## src/rtl/fifo_pkg.sv

```systemverilog
// Shared types and helpers for the FIFO write-side arbiter.
// Provides the default address width, the FSM state type and binary-to-Gray conversion.
package fifo_pkg;

  localparam int ADDR_W_DEFAULT = 7;

  typedef enum logic {
    ARB   = 1'b0,
    BURST = 1'b1
  } arb_state_t;

  // Callers cast narrower pointers up to 32 bits and keep the low bits.
  function automatic logic [31:0] bin2gray(input logic [31:0] b);
    return b ^ (b >> 1);
  endfunction

endpackage

```

## src/rtl/wptr_full_gen.sv

```systemverilog
// Write pointer (binary and Gray), read-pointer synchronizer and registered full flag.
// The full flag compares the post-write Gray pointer against the synchronized read pointer.
module wptr_full_gen
  import fifo_pkg::*;
#(
  parameter int ADDR_W      = ADDR_W_DEFAULT,
  parameter int SYNC_STAGES = 2
) (
  input  logic              i_clk,
  input  logic              i_rst_n,
  input  logic              i_inc,
  input  logic [ADDR_W:0]   i_rgray_ptr,
  output logic [ADDR_W-1:0] o_waddr,
  output logic [ADDR_W:0]   o_wgray_ptr,
  output logic              o_wfull
);

  logic [ADDR_W:0]     r_sync [SYNC_STAGES];
  logic [ADDR_W:0]     r_wbin;
  logic [ADDR_W:0]     r_wgray;
  logic                r_wfull;

  logic [ADDR_W:0]     w_wbin_next;
  logic [ADDR_W:0]     w_wgray_next;
  logic [30-ADDR_W:0]  w_unused_gray;
  logic [ADDR_W:0]     w_rq;
  logic [ADDR_W:0]     w_full_tgt;

  assign w_wbin_next = r_wbin + {{ADDR_W{1'b0}}, i_inc};
  assign {w_unused_gray, w_wgray_next} = bin2gray(32'(w_wbin_next));

  // Full when the write pointer is one lap ahead: top two Gray bits inverted, rest equal.
  assign w_rq       = r_sync[SYNC_STAGES-1];
  assign w_full_tgt = {~w_rq[ADDR_W:ADDR_W-1], w_rq[ADDR_W-2:0]};

  always_ff @(posedge i_clk or negedge i_rst_n) begin
    if (!i_rst_n) begin
      for (int i = 0; i < SYNC_STAGES; i++) r_sync[i] <= '0;
      r_wbin  <= '0;
      r_wgray <= '0;
      r_wfull <= 1'b0;
    end else begin
      r_sync[0] <= i_rgray_ptr;
      for (int i = 1; i < SYNC_STAGES; i++) r_sync[i] <= r_sync[i-1];
      r_wbin  <= w_wbin_next;
      r_wgray <= w_wgray_next;
      r_wfull <= (w_wgray_next == w_full_tgt);
    end
  end

  assign o_waddr     = r_wbin[ADDR_W-1:0];
  assign o_wgray_ptr = r_wgray;
  assign o_wfull     = r_wfull;

endmodule

```

## src/rtl/fifo_write_arbiter.sv

```systemverilog
// Round-robin arbiter with bounded bursts sharing one async-FIFO write port.
// Grant is combinational, so the selected word is written in the same cycle it is granted.
module fifo_write_arbiter
  import fifo_pkg::*;
#(
  parameter int NREQ        = 4,
  parameter int DATA_W      = 8,
  parameter int ADDR_W      = ADDR_W_DEFAULT,
  parameter int MAX_BURST   = 4,
  parameter int SYNC_STAGES = 2
) (
  input  logic                     i_clk,
  input  logic                     i_rst_n,
  input  logic [NREQ-1:0]          i_req,
  input  logic [NREQ*DATA_W-1:0]   i_data_in,
  input  logic [ADDR_W:0]          i_rgray_ptr,
  output logic [NREQ-1:0]          o_grant,
  output logic [$clog2(NREQ)-1:0]  o_grant_id,
  output logic                     o_wclken,
  output logic [ADDR_W-1:0]        o_waddr,
  output logic [DATA_W-1:0]        o_wdata,
  output logic [ADDR_W:0]          o_wgray_ptr,
  output logic                     o_wfull
);

  localparam int IDW  = $clog2(NREQ);
  localparam int CNTW = $clog2(MAX_BURST + 1);

  arb_state_t      r_state;
  logic [IDW-1:0]  r_prio;
  logic [IDW-1:0]  r_owner;
  logic [CNTW-1:0] r_burst_cnt;

  logic            w_rr_found;
  logic [IDW-1:0]  w_rr_idx;
  logic            w_gnt_vld;
  logic [IDW-1:0]  w_gnt_idx;
  logic [NREQ-1:0] w_grant;
  logic [DATA_W-1:0] w_wdata;
  logic            w_wfull;

  function automatic logic [IDW-1:0] next_idx(input logic [IDW-1:0] idx);
    if (int'(idx) == NREQ - 1) return '0;
    return idx + IDW'(1);
  endfunction

  // First requester at or after the priority pointer, searching cyclically.
  always_comb begin
    w_rr_found = 1'b0;
    w_rr_idx   = '0;
    for (int k = 0; k < NREQ; k++) begin
      logic [IDW-1:0] j;
      j = IDW'((int'(r_prio) + k) % NREQ);
      if (!w_rr_found && i_req[j]) begin
        w_rr_found = 1'b1;
        w_rr_idx   = j;
      end
    end
  end

  always_comb begin
    w_gnt_vld = 1'b0;
    w_gnt_idx = '0;
    case (r_state)
      ARB: begin
        if (!w_wfull && w_rr_found) begin
          w_gnt_vld = 1'b1;
          w_gnt_idx = w_rr_idx;
        end
      end
      BURST: begin
        if (i_req[r_owner] && !w_wfull && (r_burst_cnt < CNTW'(MAX_BURST))) begin
          w_gnt_vld = 1'b1;
          w_gnt_idx = r_owner;
        end
      end
      default: ;
    endcase
    if (!i_rst_n) w_gnt_vld = 1'b0;
  end

  always_comb begin
    w_grant = '0;
    w_wdata = '0;
    for (int i = 0; i < NREQ; i++) begin
      if (w_gnt_idx == IDW'(i)) w_wdata = i_data_in[i*DATA_W +: DATA_W];
    end
    if (w_gnt_vld) w_grant[w_gnt_idx] = 1'b1;
  end

  // A dropped owner request or a completed burst hands priority to the next producer.
  always_ff @(posedge i_clk or negedge i_rst_n) begin
    if (!i_rst_n) begin
      r_state     <= ARB;
      r_prio      <= '0;
      r_owner     <= '0;
      r_burst_cnt <= '0;
    end else begin
      case (r_state)
        ARB: begin
          if (w_gnt_vld) begin
            r_owner     <= w_gnt_idx;
            r_burst_cnt <= CNTW'(1);
            if (MAX_BURST > 1) r_state <= BURST;
            else               r_prio  <= next_idx(w_gnt_idx);
          end
        end
        BURST: begin
          if (w_gnt_vld) begin
            r_burst_cnt <= r_burst_cnt + CNTW'(1);
            if (r_burst_cnt + CNTW'(1) == CNTW'(MAX_BURST)) begin
              r_state <= ARB;
              r_prio  <= next_idx(r_owner);
            end
          end else if (!i_req[r_owner]) begin
            r_state <= ARB;
            r_prio  <= next_idx(r_owner);
          end
        end
        default: r_state <= ARB;
      endcase
    end
  end

  wptr_full_gen #(
    .ADDR_W      (ADDR_W),
    .SYNC_STAGES (SYNC_STAGES)
  ) u_wptr_full_gen (
    .i_clk       (i_clk),
    .i_rst_n     (i_rst_n),
    .i_inc       (w_gnt_vld),
    .i_rgray_ptr (i_rgray_ptr),
    .o_waddr     (o_waddr),
    .o_wgray_ptr (o_wgray_ptr),
    .o_wfull     (w_wfull)
  );

  assign o_grant    = w_grant;
  assign o_grant_id = w_gnt_vld ? w_gnt_idx : '0;
  assign o_wclken   = w_gnt_vld;
  assign o_wdata    = w_wdata;
  assign o_wfull    = w_wfull;

endmodule

```

## config.mk

```make
export PLATFORM = sky130hd
export DESIGN_NAME = fifo_write_arbiter
export DESIGN_NICKNAME = d
export VERILOG_FILES = /design/src/rtl/fifo_pkg.sv /design/src/rtl/wptr_full_gen.sv /design/src/rtl/fifo_write_arbiter.sv
export SDC_FILE = /design/constraint.sdc
export NUM_CORES = 1
export LEC_CHECK = 0
export BUFFER_PORTS_ARGS = -buffer_cell sky130_fd_sc_hd__buf_4
export CORE_AREA = 3 3 91 93
export DETAILED_ROUTE_END_ITERATION = 12
export DIE_AREA = 0 0 94 96
export GPL_TIMING_DRIVEN = 0
export SYNTH_ARGS = -nofsm -noshare
export SYNTH_HDL_FRONTEND = slang
export SYNTH_SLANG_ARGS = --single-unit
```

## constraint.sdc

```tcl
create_clock -name i_clk -period 7.5 [get_ports i_clk]
set_clock_uncertainty 0.2 [all_clocks]
set_input_delay 1.875 -clock i_clk [delete_from_list [all_inputs] [get_ports i_clk]]
set_output_delay 1.875 -clock i_clk [all_outputs]
set_load 0.01 [all_outputs]
```

==> flow_metrics.env, run 1 <==
export IMPL_htreeDepth=2
export IMPL_grt_max_degree=42
export IMPL_max_freq_mhz=167
export IMPL_antenna_found_initial=0
export IMPL_yosys_warnings=0
export IMPL_gr_usage_met3_pct=3.52
export IMPL_setup_tns_ps=0
export IMPL_cp_max_fo=10
export IMPL_clock_path_buffers=2
export IMPL_path_buf_inv=3
export IMPL_muxShareOfSynthArea_pct=13.7
export IMPL_required_ps=5430
export IMPL_routed_wl_mm=4.48
export IMPL_die_h_um=96
export IMPL_maxSlewHeadroom_pct=66.9
export IMPL_dp_hpwl_mm=3.46
export IMPL_max_stage_delay_ps=510
export IMPL_cp_depth=8
export IMPL_grt_first_pass_wirelength_mm=6.96
export IMPL_drive_gt1_share_pct=41.5
export IMPL_drtAntennaViolNets=0
export IMPL_ys_ff_latch=40
export IMPL_synth_top_family_by_area="multiplexers"
export IMPL_clock_root_buffer="clkbuf_8"
export IMPL_layout_area_seq_sq_mm=0.00100
export IMPL_numCtsBuffers=5
export IMPL_hp_class="reg -> reg"
export IMPL_syn_to_final_growth_pct=37.3
export IMPL_initial_core_util_pct=27.3
export IMPL_r2r_cells=13
export IMPL_p_per_area_mw_per_mm2=353
export IMPL_ys_seq_area_share_pct=48.2
export IMPL_core_area_sq_mm=0.00761
export IMPL_cap_violations=0
export IMPL_startpoint_type="input pin"
export IMPL_grt_ovfl_total=0
export IMPL_endpoint_kind="output pin"
export IMPL_fin_nets=297
export IMPL_grt_pass1_vias=1518
export IMPL_clk_pin_slew_ps=70
export IMPL_antenna_cells=0
export IMPL_cp_top_family="multiplexers"
export IMPL_cts_tree="built"
export IMPL_cp_endpoint="o_wdata[1]"
export IMPL_worst_pin_slew_ps=493
export IMPL_power_leakage_nw=1.36
export IMPL_vdd_drop_max_mv=0.181
export IMPL_cp_arrival_ps=3920
export IMPL_synthArstFlopShare_pct=100
export IMPL_design_area_sq_mm=0.00285
export IMPL_synth_area_sq_mm=0.00208
export IMPL_synthAdderAreaFrac_pct=3.01
export IMPL_place_worst_setup_slack_ps=1500
export IMPL_met1_usage_pct=11.8
export IMPL_die_width_um=94
export IMPL_gp_congestion=0.719
export IMPL_layout_common_cells="buf_4 (76), dfrtp_1 (40), xor2_1 (14)"
export IMPL_synth_compound_area_share_pct=7.41
export IMPL_synth_simple_area_share_pct=11.9
export IMPL_status="completed"
export IMPL_first_pass_iters=4
export IMPL_cts_resized_gates=0
export IMPL_cp_slowest_cell="mux4_2"
export IMPL_port_buffers=76
export IMPL_worstSetupStartpoint="i_req[0]"
export IMPL_synthesis_nets=214
export IMPL_rows=32
export IMPL_maxSlewViolCount=0
export IMPL_clkSinkCount=40
export IMPL_rsz0062_at_grt="false"
export IMPL_r2r_start="r_owner[0]$_DFFE_PN0P_"
export IMPL_synth_avg_cell_area_sq_um=12.7
export IMPL_pin_count=77
export IMPL_multiInputGateArea_sq_mm=0.00102
export IMPL_period_share_pct=79.9
export IMPL_mostFrequentLayoutCell="buf_4"
export IMPL_fill_cells=785
export IMPL_dominantRegCellSynth="dfrtp_1"
export IMPL_synth_edf_count=0
export IMPL_worst_skew_pair_late_latency_ps=280
export IMPL_busiest_layer="met2"
export IMPL_placed_cell_area_sq_mm=0.00278
export IMPL_viasPerCell=4.57
export IMPL_grt_usage_pct=9.91
export IMPL_worst_r2r_endpoint="u_wptr_full_gen.o_wfull$_DFF_PN0_"
export IMPL_critPathMostFrequentCell="buf_4"
export IMPL_postCtsHoldBufs=0
export IMPL_synth_cell_types=44
export IMPL_drc_errors=0
export IMPL_reg2reg_slack_ps=3410
export IMPL_synth_xor_area_share_pct=13.3
export IMPL_dieArea_sq_mm=0.00902
export IMPL_final_setup_worst_slack_ps=1510
export IMPL_synthCells=163
export IMPL_grt_util_met2_pct=16.3
export IMPL_crit_type="in -> out"
export IMPL_fin_crit_ps=5990
export IMPL_drt_iter0_markers=16
export IMPL_crit_chain="buf_4, mux2_4, a211o_1, o32a_1, nor2_4, buf_8, mux4_2, buf_4"
export IMPL_hold_viol=0
export IMPL_post_cts_buffers=0
export IMPL_whs_ps=153
export IMPL_setup_viol=0
export IMPL_wl_per_cell_um=12.9
export IMPL_vias=1589
[layer usage]
| layer | wire length [um] | share of wire (%) |
|---|---|---|
| met1 | 1900 | 42 |
| met2 | 1990 | 44 |
| met3 | 539 | 12 |
| met4 | 56 | 1.2 |
| met5 | 0 | 0 |
[where the power goes]
| part | internal (W) | switching, W | leakage, nW | total, W |
|---|---|---|---|---|
| clock network | 0.0000633 | 0.0000704 | 0.0410 | 0.000134 |
| logic | 0.000297 | 0.000251 | 0.833 | 0.000549 |
| registers | 0.000274 | 0.0000515 | 0.486 | 0.000325 |
[cells in the mapped netlist (2+ instances only)]
cell type,instances,area (sq um)
a211o_1,2,17.5
mux4_2,9,203
o21ai_0,7,35.0
xnor3_1,3,67.6
nand3_1,3,15.0
nor2b_1,5,31.3
xnor2_1,7,61.3
or3_1,2,12.5
mux2_2,5,56.3
nor2_1,4,15.0
nand2_1,12,45.0
nand2b_1,2,12.5
clkbuf_1,3,11.3
dfrtp_1,40,1000
a21oi_1,4,20.0
xor2_1,14,123
and2_1,3,18.8
o2bb2ai_1,2,17.5
ha_1,5,62.6
inv_1,5,18.8
nor3_1,3,15.0
[cells by family (layout without fill, tap and decap cells)]
kind of cell / Yosys count / in the layout
DFF: 40 / 40
adders and majority gates: 5 / 5
muxes: 16 / 16
xor gates and xnor gates: 25 / 25
AOI/OAI and AO/OA: 22 / 22
and+or+nand+nor: 44 / 44
buffers and inverters: 11 / 94
[metrics by stage]
step / cells / power [W] / utilization (%)
floorplan: 163 / 0.000689 / -
global placement: 341 / 0.000884 / 36.5
detailed placement: 341 / 0.000884 / 36.5
CTS: 348 / 0.00103 / 37.5
global route: 348 / 0.00109 / 37.5
finish: 348 / 0.00101 / 37.5
[how the worst min path moves through the flow]
stage,start,endpoint,slack [ps],depth (start not counted)
2_1_floorplan,u_wptr_full_gen.r_sync[8]$_DFF_PN0_,u_wptr_full_gen.w_rq[0]$_DFF_PN0_,130,0
3_3_place_gp,u_wptr_full_gen.r_sync[12]$_DFF_PN0_,u_wptr_full_gen.w_rq[4]$_DFF_PN0_,130,0
3_5_place_dp,u_wptr_full_gen.r_sync[10]$_DFF_PN0_,u_wptr_full_gen.w_rq[2]$_DFF_PN0_,140,0
4_1_cts,u_wptr_full_gen.r_sync[10]$_DFF_PN0_,u_wptr_full_gen.w_rq[2]$_DFF_PN0_,150,0
5_1_grt,u_wptr_full_gen.r_sync[15]$_DFF_PN0_,u_wptr_full_gen.w_rq[7]$_DFF_PN0_,170,0
6_report,u_wptr_full_gen.r_sync[11]$_DFF_PN0_,u_wptr_full_gen.w_rq[3]$_DFF_PN0_,150,0
[state kept, by name, indices dropped and copies added, names as in the netlist, 2 cells and up]
register,flops
u_wptr_full_gen.r_sync,8
u_wptr_full_gen.r_wbin,8
u_wptr_full_gen.w_rq,8
u_wptr_full_gen.o_wgray_ptr,7
r_burst_cnt,3
r_owner,2
r_prio,2
[worst register-to-register path: cells and delay by family, from the launching register on]
family / cells / cell delay, ps
flip-flops: 1 / 430
buffers and inverters: 3 / 660
adder cells (fa/ha/maj): 2 / 510
AO/OA/AOI/OAI: 3 / 670
multiplexers: 1 / 570
AND/OR/NAND/NOR: 2 / 510
XOR/XNOR: 2 / 440
[area by class of cell]
cell class / count / area share [%]
repair buffers: 76 / 20.0
multi-input cells: 112 / 35.8
inverters: 5 / 0.658
plain buffers: 6 / 1.23
clock buffers: 6 / 2.54
clock inverters: 1 / 0.175
flip-flops and latches: 40 / 35.1
well taps: 102 / 4.47
(Power assumes the default switching activity.)
==> inputs of run 2 (changes only) <==
- ABC_AREA: unset -> 1
- CORE_AREA: 3 3 91 93 -> 3 3 94 96
- DIE_AREA: 0 0 94 96 -> 0 0 97 99
- clock period: 7.5 -> 5.5 ns (I/O delays scaled with it)
==> flow_metrics.env, run 2 <==
export IMPL_ys_ff_latch=40
export IMPL_gp_congestion=0.855
export IMPL_maxSlewHeadroom_pct=66.2
export IMPL_ys_seq_area_share_pct=44.9
export IMPL_dominantRegCellSynth="dfrtp_1"
export IMPL_cap_violations=0
export IMPL_maxSlewViolCount=0
export IMPL_port_buffers=76
export IMPL_grt_ovfl_total=0
export IMPL_first_pass_iters=4
export IMPL_syn_to_final_growth_pct=35.5
export IMPL_p_per_area_mw_per_mm2=625
export IMPL_layout_area_seq_sq_mm=0.00100
export IMPL_synth_common_cells="nand2_1 (74), dfrtp_1 (40), inv_1 (28), nand3_1 (27), nand4_1 (18)"
export IMPL_worst_pin_slew_ps=507
export IMPL_clk_pin_slew_ps=70
export IMPL_grt_first_pass_wirelength_mm=8.90
export IMPL_worst_skew_pair_late_latency_ps=280
export IMPL_cp_top_family="simple AND/OR/NAND/NOR gates"
export IMPL_yosys_warnings=0
export IMPL_viasPerCell=4.35
export IMPL_setup_viol=0
export IMPL_final_setup_worst_slack_ps=822
export IMPL_multiInputGateArea_sq_mm=0.00106
export IMPL_synth_cell_types=29
export IMPL_drive_gt1_share_pct=33.0
export IMPL_synth_most_common_cell="nand2_1"
export IMPL_cts_resized_gates=0
export IMPL_vias=1985
export IMPL_period_share_pct=85.1
export IMPL_cts_tree="built"
export IMPL_cp_arrival_ps=3100
export IMPL_synthCells=267
export IMPL_drc_errors=0
export IMPL_synth_area_sq_mm=0.00223
export IMPL_synthesis_nets=318
export IMPL_fin_crit_ps=4680
export IMPL_hp_class="reg -> reg"
export IMPL_max_freq_mhz=214
export IMPL_routed_wl_mm=5.23
export IMPL_startpoint_type="input pin"
export IMPL_grt_pass1_vias=1964
export IMPL_synth_largest_area_cell="dfrtp_1"
export IMPL_mostFrequentLayoutCell="buf_4"
export IMPL_layout_common_cells="buf_4 (76), nand2_1 (74), dfrtp_1 (40)"
export IMPL_antenna_cells=0
export IMPL_antenna_found_initial=0
export IMPL_place_worst_setup_slack_ps=830
export IMPL_die_width_um=97
export IMPL_cp_max_fo=10
export IMPL_rsz0062_at_grt="false"
export IMPL_crit_chain="buf_4, inv_1, nand2_2, nand3_1, nand2_2, nor2_4, nand3_2, nand2_4, nor2_1, nor2_1, buf_2, nand3_2, nand4_1, buf_4"
export IMPL_hold_viol=0
export IMPL_grt_max_degree=42
export IMPL_synth_edf_count=0
export IMPL_cp_slowest_cell="buf_2"
export IMPL_status="completed"
export IMPL_fill_cells=878
export IMPL_postCtsHoldBufs=0
export IMPL_clkSinkCount=40
export IMPL_dp_hpwl_mm=4.09
export IMPL_synth_top_cell_area_share_pct=44.9
export IMPL_final_cells=456
export IMPL_core_area_sq_mm=0.00813
export IMPL_die_h_um=99
export IMPL_max_stage_delay_ps=290
export IMPL_reg2reg_slack_ps=2110
export IMPL_whs_ps=148
export IMPL_pin_count=77
export IMPL_synth_avg_cell_area_sq_um=8.35
export IMPL_dp_cells=448
export IMPL_fin_nets=401
export IMPL_vdd_drop_max_mv=0.233
export IMPL_synthArstFlopShare_pct=100
export IMPL_initial_core_util_pct=27.4
export IMPL_post_cts_buffers=0
export IMPL_endpoint_kind="output pin"
export IMPL_clock_root_buffer="clkbuf_8"
export IMPL_path_buf_inv=4
export IMPL_setup_tns_ps=0
export IMPL_crit_type="in -> out"
export IMPL_required_ps=3920
export IMPL_power_leakage_nw=1.55
export IMPL_rows=33
export IMPL_drt_iter0_markers=44
export IMPL_htreeDepth=2
export IMPL_dieArea_sq_mm=0.00960
export IMPL_clock_path_buffers=2
export IMPL_netlist_top_cells_area="dfrtp_1 (45%), nand2_1 (12%), nand3_1 (6.1%), nand4_1 (5.1%), inv_1 (4.7%)"
export IMPL_grt_usage_pct=11.1
export IMPL_wl_per_cell_um=11.5
export IMPL_numCtsBuffers=5
export IMPL_drtAntennaViolNets=0
run 2: cell count changes after synthesis, moves of 8 or more:
cell     delta
nand3_1    +24
nor2_1      +8
inv_1      +23
nand2_2     +8
nand2_1    +62
nand4_1    +17
xor2_1      -8
mux4_2      -9
run 2: metrics by stage:
step	area, sq um	power [W]	util [%]
after floorplan	2230	0.00128	-
after global placement	2930	0.00170	36.0
after detailed placement	2930	0.00171	36.0
after CTS	3020	0.00191	37.1
after global routing	3020	0.00207	37.1
final	3020	0.00189	37.1
run 2: worst reg2reg max path, stage by stage, from the launching register on:
cell     delay [ps]
dfrtp_1         400
inv_2           140
nand2_1         100
nand3_1         110
nand2_2          90
nor2_4          140
nand3_2          90
nand2_4         100
nand2_1          70
nand2_2          80
inv_1           100
ha_1            230
ha_1            190
or2_2           270
nand2_1         140
xor2_1          240
or2_2           150
nand3_1          70
nor2_1          100
nand3_1         100
nor3_1          190
run 2: path summary, 6_finish.rpt:
| check | from | end | depth (start not counted) |
|---|---|---|---|
| hold reg to reg | u_wptr_full_gen.r_sync[13]$_DFF_PN0_ | u_wptr_full_gen.w_rq[5]$_DFF_PN0_ | 0 |
| setup reg to reg | r_prio[0]$_DFFE_PN0P_ | u_wptr_full_gen.o_wfull$_DFF_PN0_ | 20 |
| hold / removal | u_wptr_full_gen.r_sync[13]$_DFF_PN0_ | u_wptr_full_gen.w_rq[5]$_DFF_PN0_ | 0 |
| setup / recovery | i_req[1] | o_wdata[2] | 14 |
| max in group asynchronous | i_rst_n | u_wptr_full_gen.r_wbin[3]$_DFF_PN0_ | 1 |
| min in group asynchronous | i_rst_n | u_wptr_full_gen.o_wgray_ptr[5]$_DFF_PN0_ | 1 |
run 2: cell families after synthesis:
| group | Yosys count | synth area share [%] |
|---|---|---|
| AO/OA/AOI/OAI | 12 | 3.48 |
| XOR/XNOR | 14 | 5.50 |
| adder cells (fa/ha/maj) | 5 | 2.81 |
| buffers and inverters | 36 | 7.69 |
| flip-flops | 40 | 44.9 |
| AND/OR/NAND/NOR | 160 | 35.6 |
run 2: final cells by class:
cell class              count  area share, %
plain buffers               6           1.95
clock buffers               8           2.98
inverters                  30           3.73
multi-input cells         191           35.0
flip-flops and latches     40           33.1
well taps                 105           4.35
repair buffers             76           18.9
run 2: layer usage:
metal | up-vias | share of wire, % | global-route usage [%]
met5 | - | 0 | 0
met4 | 0 | 1.2 | 3.24
met3 | 6 | 6.7 | 2.90
met2 | 59 | 48 | 19.2
met1 | 891 | 44 | 13.7
li1 | 1029 | - | -
run 2: report_power, final:
group / internal (W) / switching [W]
Combinational: 0.000529 / 0.000724
Sequential: 0.000376 / 0.0000653
Clock: 0.000102 / 0.0000906
Total: 0.00101 / 0.000880
